===== src/rtl/fetch_unit.sv =====
// Instruction-fetch and next-PC stage: fetches over a req/ack port, latches the
// instruction word and advances the PC once the current instruction completes.
module fetch_unit #(
  parameter int PC_WIDTH = 32,
  parameter logic [PC_WIDTH-1:0] RESET_PC = 32'h0000_0000
) (
  input  logic                clk,
  input  logic                rst,
  output logic                imem_req,
  output logic [PC_WIDTH-1:0] imem_addr,
  input  logic                imem_ack,
  input  logic [PC_WIDTH-1:0] imem_rdata,
  input  logic                stall,
  input  logic                pc_src,
  input  logic                j_cnt,
  input  logic                jr_cnt,
  input  logic                jal_cnt,
  input  logic [PC_WIDTH-1:0] rs_data,
  output logic [PC_WIDTH-1:0] inst,
  output logic [5:0]          opcode,
  output logic [5:0]          func,
  output logic                inst_valid,
  output logic [PC_WIDTH-1:0] pc,
  output logic [PC_WIDTH-1:0] pc_plus4,
  output logic                addr_err,
  output logic [31:0]         retired
);

  typedef enum logic [1:0] {
    IDLE  = 2'd0,
    FETCH = 2'd1,
    EXEC  = 2'd2
  } state_t;

  state_t              state;
  logic [PC_WIDTH-1:0] next_pc;
  logic [PC_WIDTH-1:0] branch_off;

  assign imem_req   = (state == FETCH);
  assign inst_valid = (state == EXEC);
  assign imem_addr  = pc;
  assign pc_plus4   = pc + PC_WIDTH'(4);
  assign opcode     = inst[31:26];
  assign func       = inst[5:0];
  assign branch_off = {{(PC_WIDTH-18){inst[15]}}, inst[15:0], 2'b00};

  // Jump-register outranks the absolute jumps, which outrank a taken branch.
  always_comb begin
    next_pc = pc_plus4;
    if (jr_cnt)
      next_pc = {rs_data[PC_WIDTH-1:2], 2'b00};
    else if (j_cnt || jal_cnt)
      next_pc = {pc_plus4[PC_WIDTH-1:28], inst[25:0], 2'b00};
    else if (pc_src)
      next_pc = pc_plus4 + branch_off;
  end

  always_ff @(posedge clk or posedge rst) begin
    if (rst) begin
      state    <= IDLE;
      pc       <= RESET_PC;
      inst     <= '0;
      retired  <= '0;
      addr_err <= 1'b0;
    end else begin
      addr_err <= 1'b0;
      case (state)
        IDLE: state <= FETCH;
        FETCH: begin
          if (imem_ack) begin
            inst  <= imem_rdata;
            state <= EXEC;
          end
        end
        EXEC: begin
          if (!stall) begin
            pc       <= next_pc;
            retired  <= retired + 32'd1;
            addr_err <= jr_cnt && (rs_data[1:0] != 2'b00);
            state    <= FETCH;
          end
        end
        default: state <= IDLE;
      endcase
    end
  end

endmodule


===== config.mk =====
export PLATFORM = sky130hd
export DESIGN_NAME = fetch_unit
export DESIGN_NICKNAME = d
export VERILOG_FILES = /design/src/rtl/fetch_unit.sv
export SDC_FILE = /design/constraint.sdc
export NUM_CORES = 1
export LEC_CHECK = 0
export CORE_ASPECT_RATIO = 0.6
export CORE_MARGIN = 2
export CORE_UTILIZATION = 50
export DETAILED_ROUTE_END_ITERATION = 6
export PLACE_DENSITY = 0.88
export SKIP_LAST_GASP = 1
export SLEW_MARGIN = 30
export SYNTH_ARGS = -nofsm -noshare
export SYNTH_HDL_FRONTEND = slang
export SYNTH_SLANG_ARGS = --single-unit

===== constraint.sdc =====
create_clock -name clk -period 8.94 [get_ports clk]
set_input_delay 1.788 -clock clk [delete_from_list [all_inputs] [get_ports clk]]
set_output_delay 1.788 -clock clk [all_outputs]
set_load 0.01 [all_outputs]

==> results of run 1 <==
worst paths after layout:
path / to / slack (ns) / startpoint / depth (start not counted)
max reg2reg: imem_addr[31] / 4.54 / imem_addr[2] / 16
max in group asynchronous: inst[15] / 6.21 / rst / 4
min reg2reg: retired[31] / 0.47 / retired[31] / 1
max: pc_plus4[28] / 4.14 / imem_addr[2] / 8
min: retired[31] / 0.47 / retired[31] / 1
min in group asynchronous: retired[13] / 1.73 / rst / 2
state kept, by name, summed over array words and instances (netlist names):
name / flops
inst: 32
retired: 32
imem_addr: 30
state: 2
addr_err: 1
power by group:
group	internal (W)	total [W]	leakage (nW)	switching [W]
combinational	0.00117	0.00237	2.75	0.00120
sequential	0.000585	0.000835	1.21	0.000250
clock	0.000226	0.000421	0.159	0.000195
kinds of logic (layout without fill, tap and decap cells):
| kind of cell | Yosys count | in the layout | synth area share |
|---|---|---|---|
| XOR/XNOR | 82 | 82 | 0.1035 |
| AO/OA/AOI/OAI | 188 | 188 | 0.1712 |
| other | 1 | 7 | 0.0005349 |
| AND/OR/NAND/NOR | 255 | 255 | 0.1740 |
| adder cells (fa/ha/maj) | 38 | 38 | 0.06889 |
| multiplexers | 37 | 37 | 0.05854 |
| buffers and inverters | 94 | 276 | 0.07710 |
| flip-flops | 97 | 97 | 0.3462 |
worst max-delay path: stages (launching register included):
cell             delay (ns)
dfrtp_1                0.47
ha_1                   0.24
inv_1                  0.05
nor2_1                 0.28
and2_1                 0.29
and3_1                 0.28
nand3_1                0.13
xnor2_1                0.31
clkdlybuf4s50_1        0.60
synth_stat cells (4+ instances only):
| library cell | n |
|---|---|
| mux2i_1 | 5 |
| a211oi_1 | 9 |
| and3_1 | 26 |
| a21oi_1 | 65 |
| nor2b_1 | 4 |
| nand4_1 | 14 |
| clkbuf_1 | 22 |
| a21oi_2 | 4 |
| o221ai_1 | 5 |
| and2_1 | 7 |
| nand3_1 | 33 |
| nor3_1 | 4 |
| mux2_2 | 32 |
| a21o_1 | 11 |
| nand2_1 | 77 |
| xnor2_1 | 51 |
| ha_1 | 37 |
| dfrtp_1 | 97 |
| a31oi_1 | 7 |
| o21ai_0 | 42 |
| buf_1 | 5 |
| or3_1 | 6 |
| inv_1 | 14 |
| nand2b_1 | 4 |
| xor2_1 | 30 |
| buf_4 | 49 |
| nor2_1 | 67 |
routing by layer:
metal | up-vias | track usage | routed length, µm
met1 | 3279 | 0.4615 | 10540
met3 | 42 | 0.08555 | 2478
li1 | 3125 | - | -
met2 | 392 | 0.4503 | 9909
met4 | 0 | 0.06498 | 381
met5 | - | 0 | 0
metrics by stage:
step,util,hold slack (ns),instance area [µm²],total power [W]
floorplan,-,0.4736,7029,0.002261
global placement,0.6750,0.4578,9225,0.003123
detailed placement,0.6770,0.4607,9253,0.003155
CTS,0.7004,0.4707,9572,0.003597
global route,0.7007,0.4991,9577,0.003866
finish,0.7009,0.4716,9579,0.003626
cell type report:
| class | count | area [µm²] |
|---|---|---|
| inverter | 15 | 58.81 |
| fill | 1036 | 4088 |
| tap | 192 | 240.2 |
| antenna | 1 | 2.502 |
| timing repair buffer | 245 | 2460 |
| clock buffer | 9 | 225.2 |
| multi-input combinational | 606 | 4071 |
| clock inverter | 7 | 93.84 |
| sequential | 97 | 2427 |
==> run summary, run 1 <==
The worst setup path is captured at a primary output. The synthesized design contains 0 enable-type register cells. In this run, post-CTS repair resized a total of 0 instances.

The logs give 0 for the count of hold-fix buffers inserted at cts and 792 for the cell count after synthesis. For this design the ratio of total power to cell area is 378.5 mW/mm². The number of search-and-repair iterations in the first detailed-routing pass is 5, and the fraction of synthesis flops using an asynchronous set or reset pin is 1.000. In the layout the commonest cells are 240 x clkdlybuf4s50_1, 97 x dfrtp_1, 76 x nand2_1.

The die is 156.9 µm wide. The count of cell types in the netlist is 68. The arrival time of data at the critical path endpoint came out at 3.01 ns. The count of buffers added on input and output ports is 240. At the later pin of the worst-skew pair, clock insertion delay measures 0.36 ns. The critical path is of the flip-flop to primary output type.

The area enclosed by the die boundary was 0.01502 mm². From synthesis to final layout, the design area changed by 36.64%. The most frequent standard cell in the layout excluding fill and tap cells is clkdlybuf4s50_1. For this block, the via count after detailed routing is 6838.

The residual overflow from global routing came out at 0. After floorplanning, the core was divided into 33 placement rows. The die outline height came out at 95.72 µm. After synthesis, the cell types taking the most area are dfrtp_1 35%, ha_1 6.6%, xnor2_1 6.4%, buf_4 5.2%, mux2_2 5.1%. The iteration-0 DRC count of the detailed router is 479. Between clock sinks in the finished design, the worst skew comes to 0.01025 ns. TritonCTS built the clock tree. Static timing analysis puts the maximum clock frequency at 208.4 MHz. The final layout contains 1084 nets. The run finished with clean final reports. For the number of global-route vias before repair, the log shows 6316. In this run the number of H-tree levels came out at 3.

Setup violations remaining at the end of the flow were counted as 0. Clock tree synthesis found a total of 97 sinks. The setup TNS was 0 ns; the slew at the pin closest to its max-slew limit was 0.9527 ns. Subtracting the final worst setup slack from the clock period gives 4.798 ns. The all-layer global routing usage was 0.3105. The run gives 0 as the hold violation count in the final report. For the max-slew violation count, the log shows 0. The maximum number of pins on one net before global-route repair is 52. The cell type with the highest aggregate area in the netlist was dfrtp_1. The run gives 0.3626 as the relative max-transition margin. The tool flagged a number of max-cap violations equal to 0.

After synthesis the cells add up to 0.007010 mm². The portion of synthesized cell area occupied by the leading cell type was 0.3462; the post-DP HPWL was 17520 µm. STA puts the critical path data required time at 7.15 ns. The number of antenna violations at the first check in global routing came out at 1. The synthesized area per cell works out to 8.852 µm². The worst hold path belongs to the class flip-flop to flip-flop. After synthesis the netlist holds a flip-flop and latch count of 97.

The sequential share of the synthesized area was 0.3462; the number of primary I/O pins was 247. The count of warnings emitted by yosys is 0, and the setup slack of the critical path after layout is 4.142 ns. The leakage power total was 4.113 nW; the number of setup buffers added after CTS was 0. For the setup slack after placement, the log shows 4.295 ns. Among all flip-flop cells after synthesis, the most frequent one is dfrtp_1. The tools report the starting density of the core as 0.5130.

The first global-routing pass estimated 35400 µm of wire. The average wire per standard cell is 19.89 µm. The final antenna-violating net count is 0.

The ratio of cells with drive above 1 in the final layout is 0.07559, and the floorplan core area is 0.01367 mm². At the end of routability-driven placement, the weighted congestion stood at 0.8880. In this run, CTS created clock tree buffers numbering 9. The logs give 2 for the maximum root-to-sink buffer count and 0.2775 mV for the highest ir drop seen on vdd.

The clock root buffer master is clkbuf_16. The maximum fanout along the worst path was 7; the mean number of vias per cell was 5.834. The worst setup path is launched from a flip-flop. The portion of the clock cycle consumed by the worst path in the final layout was 0.5366; the clock-pin slew reported for the worst setup and hold paths after clock tree synthesis was 0.08 ns. The total length of routed wires was 23310 µm.

In the routed design, unresolved DRC markers number 0. Setup repair after global routing left no endpoint under its margin. The placed instance count was 1155; the final cell count without fillers was 1172.
No activity file was read; power rests on OpenSTA's default activity.
==> run 2, diff against run 1 <==
--- a/config.mk
+++ b/config.mk
@@ -7,9 +7,9 @@
 export LEC_CHECK = 0
 export CORE_ASPECT_RATIO = 0.6
 export CORE_MARGIN = 2
-export CORE_UTILIZATION = 50
+export CORE_UTILIZATION = 42
 export DETAILED_ROUTE_END_ITERATION = 6
-export PLACE_DENSITY = 0.88
+export PLACE_DENSITY = 0.78
 export SKIP_LAST_GASP = 1
 export SLEW_MARGIN = 30
 export SYNTH_ARGS = -nofsm -noshare
==> constraint.sdc (replaced) <==
create_clock -name clk -period 4 [get_ports clk]
set_input_delay 0.8 -clock clk [delete_from_list [all_inputs] [get_ports clk]]
set_output_delay 0.8 -clock clk [all_outputs]
set_load 0.01 [all_outputs]
==> run summary, run 2 (synthesis results as in run 1) <==
Relative to the synthesized area, the layout overhead comes to 40.84%. Slew at the pin closest to its max-slew limit: 0.9894 ns (+0.03678 ns). The portion of the clock cycle consumed by the worst path in the final layout was 0.9415; the mean number of vias per cell was 5.524 (-5.3%).

For the area enclosed by the die boundary, the log shows 0.01778 mm² (+18%). In the layout the commonest cells are 240 x clkdlybuf4s50_1, 92 x dfrtp_1, 75 x nand2_1. The minimum hold slack came out at 0.4700 ns (-0.001560 ns). CTS buffer count: 9 (unchanged). The count of max-cap constraint violations is 0 (unchanged). The run gives 0 (-1) as the number of antenna violations at the first check in global routing.

The required time at the endpoint of the critical path came out at 4.24 ns (-2.91 ns). For the maximum root-to-sink buffer count, the log shows 2 (unchanged). Clock latency reported for the late side of the worst-skew pair: 0.36 ns (about the same).

Origin of the critical flop-to-flop path: imem_addr[12]. The internal cell power was 0.004572 W (+130%). The total length of routed wires was 24160 µm (+3.7%); the total number of vias was 6811 (-0.39%). The post-layout utilization of the core was 0.6072 (-0.09372); the ratio of cells with drive above 1 in the final layout was 0.1154 (+0.03984). The maximum fanout along the worst path was 6 (-1); the starting density of the core was 0.4311 (-0.08182). For the final setup violation count, the log shows 0 (unchanged). Net switching power figure: 0.003834 W (+130%).

Startpoint type of the worst setup path: a flip-flop. The tightest min-delay check is of the flip-flop to flip-flop type. Sequential cell fraction of total power: 0.219 (-0.011). The logs give 0.2701 (-0.04039) for the all-layer global routing usage and 0.009478 mm² (+2.4%) for the post-detailed-placement cell area. The tools report the weighted congestion at the end of routability-driven global placement as 0.9342 (+5.2%).

Timing would allow up to 265.5 MHz. The residual overflow from global routing was 0 (unchanged); the count of buffers from port buffering was 240 (unchanged). For the clock group share of total power, the log shows 0.113 (-0.003).

Clock-pin slew reported for the worst setup and hold paths after clock tree synthesis: 0.08 ns (about the same). STA classifies the critical path endpoint as a flip-flop. The first-pass GRT wire length is 37360 µm (+5.5%), and the net switching share of the total power is 0.4561 (+0.003476). The iteration-0 DRC count of the detailed router is 437 (-8.8%), and the shortest period the worst path allows is 3.766 ns.

The power per standard cell area was 851.3 mW/mm² (+120%); the post-DP HPWL was 18170 µm (+3.7%). The arrival time of data at the critical path endpoint came out at 4.00 ns (+0.99 ns). Startpoint of the worst setup timing path: imem_addr[12]. The hold violation count in the final report was 0 (unchanged).

Clock tree synthesis selected as its root buffer the cell clkbuf_16. The run gives 1216 (+5.3%) as the placed instance count. For the number of sinks handled by clock tree synthesis, the log shows 97 (unchanged). The highest ir drop seen on vdd is 0.4592 mV (+65%), and the die outline height is 104.1 µm (+8.7%).

The floorplan core area was 0.01626 mm² (+19%). Number of primary I/O pins: 247 (unchanged). The final instance area is 0.009873 mm² (+3.1%). The library cell used most frequently in the layout, excluding fill and tap cells, is clkdlybuf4s50_1. Leakage power total: 4.240 nW (+3.1%). The final antenna diode count was 0 (-1); the relative max-transition margin was 0.3404 (-0.02227). The count of hold-fix buffers inserted at cts is 0 (unchanged).

The average wire per standard cell was 19.59 µm (-1.5%); the part of the power in combinational logic was 0.668 (+0.014). The detailed-route DRC error count is 0 (unchanged), and the CTS H-tree depth is 3 (unchanged). The total power was 0.008406 W (+130%); the net total in the final layout was 1110 (+2.4%). The final antenna-violating net count is 0 (unchanged). Setup repair after global routing could not meet its margin everywhere.

The number of search-and-repair iterations in the first detailed-routing pass was 5 (unchanged); the number of core rows was 36 (+9.1%). The width of the die works out to 170.8 µm (+8.9%). The type of the worst setup path was flip-flop to flip-flop. The run gives 62 (+19%) as the maximum number of pins on one net before global-route repair. The worst clock skew on the final layout came out at 0.01426 ns (+0.004010 ns).

TritonCTS built the clock tree. The max-slew violation count is 0 (unchanged). The flow ran to the end, and the final reports show no timing, DRC or antenna violations. The final cell count without fillers was 1233 (+5.2%).

The startpoint identified for the worst hold timing path is retired[31]. The number of global-route vias before repair came out at 6582 (+4.2%).
run 2: cell types whose count changed in the layout (fill, tap and decap cells not counted), sizes merged:
cell | before | now
bufinv | 1 | 0
buf | 5 | 31
clkinv | 3 | 4
diode | 1 | 0
run 2: metrics by stage:
step	TNS, ns	setup slack, ns
3_5_place_dp	0	0.1488
5_1_grt	-0.06447	-0.06447
4_1_cts	0	0.1113
3_3_place_gp	0	0.2115
6_report	0	0.2342
2_1_floorplan	0	0.4425
run 2: final timing paths:
check / cells after the start / slack [ns] / endpoint
max: 14 / 0.23 / imem_addr[31]
min: 1 / 0.47 / retired[31]
max reg2reg: 14 / 0.23 / imem_addr[31]
min reg2reg: 1 / 0.47 / retired[31]
max in group asynchronous: 3 / 2.36 / imem_addr[6]
min in group asynchronous: 2 / 0.94 / retired[23]
run 2: layer usage:
| layer | routed length [µm] | share of wire | GRT usage |
|---|---|---|---|
| met5 | 0 | 0 | 0 |
| met4 | 301 | 0.012 | 0.06044 |
| met3 | 2432 | 0.10 | 0.07686 |
| met2 | 10010 | 0.41 | 0.3814 |
| met1 | 11410 | 0.47 | 0.4046 |
run 2: area by class of cell:
type	instances	area (µm²)
clock inverters	7	96.34
inverters	15	58.81
repair buffers	271	2648
clock buffers	9	225.2
flip-flops and latches	97	2434
multi-input cells	606	4126
fillers	1414	6387
well taps	228	285.3
run 2: power by group through the flow:
stage               Sequential (W)  Combinational [W]  Clock, W
floorplan                  0.00185            0.00320         0
detailed placement         0.00183            0.00545         0
finish                     0.00184            0.00561  0.000952
global route               0.00190            0.00604   0.00102
global placement           0.00181            0.00543         0
CTS                        0.00182            0.00551  0.000976
run 2: critical path, stage by stage, from the launching register on:
cell and delay (ns):
dfrtp_1 0.46, nand4_1 0.21, nor3_2 0.26, and2_2 0.26
xor2_1 0.43, ha_1 0.34, o21ai_0 0.13, a21oi_1 0.21
o31ai_2 0.11, o2111ai_1 0.33, o21ai_2 0.10, o21ai_1 0.18
mux2i_1 0.23, xnor2_1 0.08, a221o_1 0.31
run 2: repair_timing:
item                                    in CTS  in global routing
setup buffers                                0                  1
endpoints found under the setup margin       0                  5
resized for setup                            0                 19
==> run 3, diff against run 2 <==
--- a/config.mk
+++ b/config.mk
@@ -5,10 +5,12 @@
 export SDC_FILE = /design/constraint.sdc
 export NUM_CORES = 1
 export LEC_CHECK = 0
+export ABC_CLOCK_PERIOD_IN_PS = 4000
 export CORE_ASPECT_RATIO = 0.6
 export CORE_MARGIN = 2
 export CORE_UTILIZATION = 42
 export DETAILED_ROUTE_END_ITERATION = 6
+export GPL_ROUTABILITY_DRIVEN = 0
 export PLACE_DENSITY = 0.78
 export SKIP_LAST_GASP = 1
 export SLEW_MARGIN = 30
==> run summary, run 3 (synthesis results as in run 1) <==
The number of antenna violations at the first check in global routing came out at 0 (unchanged). The die outline height was 104.1 µm (unchanged); the internal cell power was 0.004520 W (-1.1%). Walking the worst path, the cells encountered are nand3_1 -> nor2_1 -> buf_4 -> and3_1 -> nand3_1 -> xnor2_2 -> ha_1 -> nand2_1 -> buf_4 -> o21ai_1 -> o31ai_2 -> o2111ai_2 -> o21ai_2 -> o21ai_1 -> mux2i_1 -> xnor2_1 -> a221o_1. The tools report the highest ir drop seen on vdd as 0.3877 mV (-16%). The residual overflow from global routing was 0 (unchanged). The CTS buffer count came out at 9 (unchanged). The multi-input logic area came out at 0.004116 mm² (-0.24%).

The final setup violation count was 0 (unchanged). The net switching share of the total power came out at 0.4586 (+0.002516). Detailed-route DRC error count: 0 (unchanged). The final antenna diode count is 0 (unchanged), and the relative max-transition margin is 0.3593 (+0.01892). The floorplan core area was 0.01626 mm² (unchanged). The endpoint identified for the worst register-to-register timing path is imem_addr[31].

The worst clock skew on the final layout is 0.01402 ns (-0.0002412 ns), and the logic depth of the worst register-to-register path is 17 (+3). The worst setup path is launched from a flip-flop. Net switching power figure: 0.003829 W (-0.13%). The ratio of cells with drive above 1 in the final layout was 0.1080 (-0.007423); the final instance area was 0.009819 mm² (-0.54%).

Setup repair after global routing could not meet its margin everywhere. Portion of the clock cycle consumed by the worst path in the final layout: 0.9637 (+0.02227). The shortest period the worst path allows came out at 3.855 ns (+0.08907 ns). The largest incremental delay on the critical path is 0.43 ns (-0.03 ns), and the clock latency reported for the late side of the worst-skew pair is 0.36 ns (about the same). The tools report the number of core rows as 36 (unchanged).

The post-layout utilization of the core is 0.6039 (-0.003309), and the all-layer global routing usage is 0.2741 (+0.003940). The final antenna-violating net count is 0 (unchanged), and the count of max-cap constraint violations is 0 (unchanged). The tools report the final cell count without fillers as 1228 (-0.41%). In the layout the commonest cells are 240 x clkdlybuf4s50_1, 93 x dfrtp_1, 76 x nand2_1. The flow ran to the end, and the final reports show no timing, DRC or antenna violations. The tools report the required time at the endpoint of the critical path as 4.24 ns (about the same). For the maximum number of pins on one net before global-route repair, the log shows 83 (+34%).

In this run the critical register-to-register path is launched from imem_addr[6]. The maximum clock rate is 259.4 MHz (-2.3%), and the average wire per standard cell is 19.73 µm (+0.68%). The width of the die is 170.8 µm (unchanged).

For the clock group share of total power, the log shows 0.114 (about the same). For the leakage power total, the log shows 4.222 nW (-0.43%). The total length of routed wires was 24230 µm (+0.27%); the worst reg-to-reg setup slack was 0.15 ns (-0.09 ns). The part of the power in combinational logic is 0.667 (about the same). The mean number of vias per cell was 5.559 (+0.64%); the maximum fanout along the worst path was 5 (-1). The logs give 1209 (-0.58%) for the placed instance count and 38060 µm (+1.9%) for the first-pass GRT wire length. The path class of the tightest hold or removal check is flip-flop to flip-flop. The count of buffers from port buffering is 240 (unchanged). The starting density of the core was 0.4311 (unchanged). The kind of end point of the critical path was a flip-flop. The hold violation count in the final report is 0 (unchanged), and the area added between synthesis and finish is 40.07%.

The root buffer cell chosen for the clock tree is clkbuf_16. The tools report the area enclosed by the die boundary as 0.01778 mm² (unchanged). The net total in the final layout is 1105 (-0.45%), and the sequential cell area is 0.002432 mm² (about the same). The run gives 1409 (-0.35%) as the filler cell count in the final layout. Leaving out fill and tap cells, the most frequent cell in the layout is clkdlybuf4s50_1.

The number of search-and-repair iterations in the first detailed-routing pass is 7 (+2), and the sequential cell fraction of total power is 0.219 (about the same). The tools report the total number of vias as 6827 (+0.23%). The logs give 476 (+8.9%) for the iteration-0 DRC count of the detailed router and 0.009415 mm² (-0.66%) for the post-detailed-placement cell area. For the number of sinks handled by clock tree synthesis, the log shows 97 (unchanged).

The tools report the arrival time of data at the critical path endpoint as 4.10 ns (+0.10 ns). The capture point of the critical path is imem_addr[31]. Max-slew violation count: 0 (unchanged).

The slew at the pin closest to its max-slew limit was 0.9577 ns (-0.03177 ns); the CTS H-tree depth was 3 (unchanged). For the maximum root-to-sink buffer count, the log shows 2 (unchanged). TritonCTS built the clock tree. The critical-path cell with the highest stage delay is dfrtp_1.

The setup path with the least slack is of type flip-flop to flip-flop. The run gives 18040 µm (-0.70%) as the post-DP HPWL. In this run the worst setup path begins at imem_addr[6]. The clock-pin slew reported for the worst setup and hold paths after clock tree synthesis was 0.08 ns (about the same); the power per standard cell area was 850.2 mW/mm² (-0.13%). The number of primary I/O pins was 247 (unchanged); the number of global-route vias before repair was 6708 (+1.9%).
==> run 3: area by class of cell <==
class	count	share of cell area
Multi-Input combinational cell	606	0.4192
Clock inverter	7	0.01032
Sequential cell	97	0.2477
Inverter	15	0.006244
Timing Repair Buffer	266	0.2645
Tap cell	228	0.02905
Clock buffer	9	0.02294
==> run 3: critical path: cells and delay by family, from the launching register on <==
family | cells | cell delay, ns
AO/OA/AOI/OAI | 6 | 1.22
XOR/XNOR | 2 | 0.26
adder cells (fa/ha/maj) | 1 | 0.37
buffers and inverters | 2 | 0.36
flip-flops | 1 | 0.43
multiplexers | 1 | 0.25
AND/OR/NAND/NOR | 5 | 0.83
==> run 3: stage by stage <==
stage	power, W	hold WS (ns)	worst slack [ns]	TNS (ns)
6_report	0.008349	0.4907	0.1451	0
5_1_grt	0.008896	0.5159	-0.09164	-0.1039
4_1_cts	0.008223	0.4981	0.04368	0
3_5_place_dp	0.007197	0.4773	0.09280	0
3_3_place_gp	0.007142	0.4599	0.2004	0
2_1_floorplan	0.005053	0.4736	0.4425	0
==> run 3: power by group through the flow <==
| stage | clock (W) | sequential, W | combinational [W] |
|---|---|---|---|
| 2_1_floorplan | 0 | 0.00185 | 0.00320 |
| 3_3_place_gp | 0 | 0.00181 | 0.00533 |
| 3_5_place_dp | 0 | 0.00182 | 0.00538 |
| 4_1_cts | 0.000978 | 0.00181 | 0.00544 |
| 5_1_grt | 0.00102 | 0.00189 | 0.00598 |
| 6_report | 0.000949 | 0.00183 | 0.00557 |
==> run 3: what timing repair did <==
action / 4_1_cts / 5_1_grt
hold buffers: 0 / 0
gates resized for setup: 0 / 14
endpoints found under the hold margin: 0 / 0
setup buffers: 0 / 3
setup endpoints to repair: 0 / 9
==> run 3: routing by layer <==
layer / up-vias / track usage / wire (µm)
met2: 353 / 0.4069 / 10520
met5: - / 0 / 0
met3: 22 / 0.08486 / 2619
met1: 3291 / 0.3960 / 10880
li1: 3161 / - / -
met4: 0 / 0.04579 / 212
==> run 3: how the worst min path moves through the flow <==
stage	startpoint	end	slack, ns	cells after the start
2_1_floorplan	state[1]	state[0]	0.47	1
3_3_place_gp	retired[31]	retired[31]	0.46	1
3_5_place_dp	retired[8]	retired[8]	0.48	1
4_1_cts	retired[31]	retired[31]	0.50	1
5_1_grt	retired[14]	retired[14]	0.52	1
6_report	retired[3]	retired[3]	0.49	1
==> edit: new RTL, settings of run 1 <==
Put one more register stage on the output `retired`, with the module's reset. The value now appears one clock later. The other outputs are not delayed to match.
--- a/src/rtl/fetch_unit.sv
+++ b/src/rtl/fetch_unit.sv
@@ -32,6 +32,8 @@
     EXEC  = 2'd2
   } state_t;
 
+  logic [31:0] retired_s0;
+
   state_t              state;
   logic [PC_WIDTH-1:0] next_pc;
   logic [PC_WIDTH-1:0] branch_off;
@@ -60,7 +62,7 @@
       state    <= IDLE;
       pc       <= RESET_PC;
       inst     <= '0;
-      retired  <= '0;
+      retired_s0 <= '0;
       addr_err <= 1'b0;
     end else begin
       addr_err <= 1'b0;
@@ -75,7 +77,7 @@
         EXEC: begin
           if (!stall) begin
             pc       <= next_pc;
-            retired  <= retired + 32'd1;
+            retired_s0 <= retired_s0 + 32'd1;
             addr_err <= jr_cnt && (rs_data[1:0] != 2'b00);
             state    <= FETCH;
           end
@@ -85,5 +87,13 @@
     end
   end
 
+  always_ff @(posedge clk or posedge rst) begin
+    if (rst) begin
+      retired <= '0;
+    end else begin
+      retired <= retired_s0;
+    end
+  end
+
 endmodule
 
Behaviour: not the same (Yosys sat finds a counterexample within 4 cycles, from zero or initial values and one cycle with rst high).
==> edit against run 1 <==
  * Register-to-register slack got worse by 0.25 ns
  * Critical endpoint is now pc_plus4[17]
  * Routed wire length rose by 19%
  * Global-route usage rose by 0.71 points
  * Area after synthesis rose by 17%
  * Sequential cell count rose by 32
  * Cell area rose by 16%
  * Clock skew rose by 0.0052 ns
  * Power rose by 19%
  * Critical path type unchanged
  * Final cell count rose by 10%
  * Setup slack got worse by 0.54 ns
==> edit: results (changes against run 1) <==
synth warn 0 (unchanged); post-synth cell types 69 (+1.5%); DRT Pass-1 Iters 7 (+2); H-tree depth 4 (+1); largest net degree at the start of global routing 85 (+63%); pre-CTS setup slack 4.192 ns (-0.1023 ns); Async SR Flop Fraction 100.0% (unchanged); CTS clk-pin slew, worst paths 0.07 ns; Regs by FF count inst: 32 flops, retired: 32 flops, retired_s0: 32 flops; clk_lat worst skew 0.41 ns (+0.05 ns); CP peak stage delay 0.88 ns (+0.28 ns); HP Class reg -> reg; post-synthesis sequential area ratio 39.22% (+4.6 points); slowest CP cell nor3_1; initial antenna violation count 1 (unchanged); Starting DRT DRC Count 674 (+41%); Post-DP HPWL 20850 um (+19%); Ant. Diodes 0 (-1); critical path arrival 3.55 ns (+0.54 ns); Setup crit end pc_plus4[17]; Least-Margin Pin Slew 1.081 ns (+0.1279 ns); Top delay family on crit path simple AND/OR/NAND/NOR gates; average size of a mapped cell 9.342 um2 (+5.5%); port buffer count 240 (unchanged); Synth top cells by count 129 x dfrtp_1, 87 x nand2_1, 61 x nor2_1; Critical Path Source imem_addr[6]; vias in the first global route 7036 (+11%); CTS resizes 0 (unchanged); drt total wl 27840 um (+19%); routability cong. 0.9835 (+11%); status finished clean; Placed Area 10490 um2 (+13%); Lkg Pwr 4.763 nW (+16%); Period Utilization, post-route 59.66% (+6.0 points); post-CTS setup buffers 0 (unchanged); Tot GR Track Use 31.76% (+0.71 points); largest cells by area after synthesis dfrtp_1 39%, ha_1 5.6%, xnor2_1 5.2%; Layout Cells excl Fill 1292 (+10%); CTS Root Cell clkbuf_16; cell count of the worst reg-to-reg path 12 (-4); crit-path max FO 6 (-1); detailed-route via count 7735 (+13%); Worst Skew 0.01546 ns (+0.005216 ns); layout cells sized above 1 8.864% (+1.3 points); worst reg2reg setup slack 4.29 ns (-0.25 ns); global-route wire length before repair 41770 um (+18%); Nets 1180 (+8.9%); fillers 1280 (+24%); residual DRC count 0 (unchanged); Num CTS Buffers 17 (+8); Clock Tree Buf Depth 2 (unchanged); Max IR drop VDD 0.2293 mV (-17%); R2R Path End imem_addr[23]
## edit: changes by cell type after synthesis, moves of 6 or more
cell,before,now
o21ai_0,42,49
dfrtp_1,97,129
nand2_1,77,87
nor3_1,4,14
nor2_1,67,61
nor4_1,1,7
clkbuf_1,22,29
a21oi_1,65,51
o211ai_1,3,12
## edit: logic make-up (layout without fill, tap and decap cells)
kind of cell | count (synthesis) | in the layout | share of synthesized area (%)
xor+xnor | 76 | 76 | 8.270
mux | 44 | 44 | 5.868
buf+inv | 100 | 297 | 6.810
flops | 129 | 129 | 39.22
other cells | 1 | 6 | 0.04556
fa+ha+maj | 38 | 38 | 5.868
simple gates | 289 | 289 | 17.79
compound gates | 204 | 204 | 16.13
## edit: worst min-delay path by stage
stage	start	endpoint	slack (ns)	cells after the start
2_1_floorplan	retired_s0[31]	retired[31]	0.37	0
3_3_place_gp	retired_s0[31]	retired[31]	0.39	0
6_report	retired_s0[31]	retired[31]	0.40	0
4_1_cts	retired_s0[31]	retired[31]	0.40	0
3_5_place_dp	retired_s0[31]	retired[31]	0.39	0
5_1_grt	retired_s0[31]	retired[31]	0.41	0
## edit: report_power, final
group          switching, mW  internal, mW  total, mW
registers              0.272         0.739       1.01
logic                   1.36          1.24       2.60
clock network          0.326         0.380      0.706
## edit: layout make-up
type	count	area [um2]	share of cell area (%)
multi-input cells	657	4468	40.27
flip-flops and latches	129	3228	29.09
repair buffers	249	2474	22.29
clock buffers	17	425.4	3.834
well taps	209	261.5	2.357
clock inverters	15	176.4	1.590
inverters	16	62.56	0.5638
## edit: layer usage
layer / track usage, % / wire, um / vias to the layer above
met5: 0 / 13 / -
met4: 8.613 / 497 / 2
met3: 11.04 / 3768 / 44
met2: 44.77 / 11200 / 476
met1: 46.39 / 12360 / 3706
li1: - / - / 3507
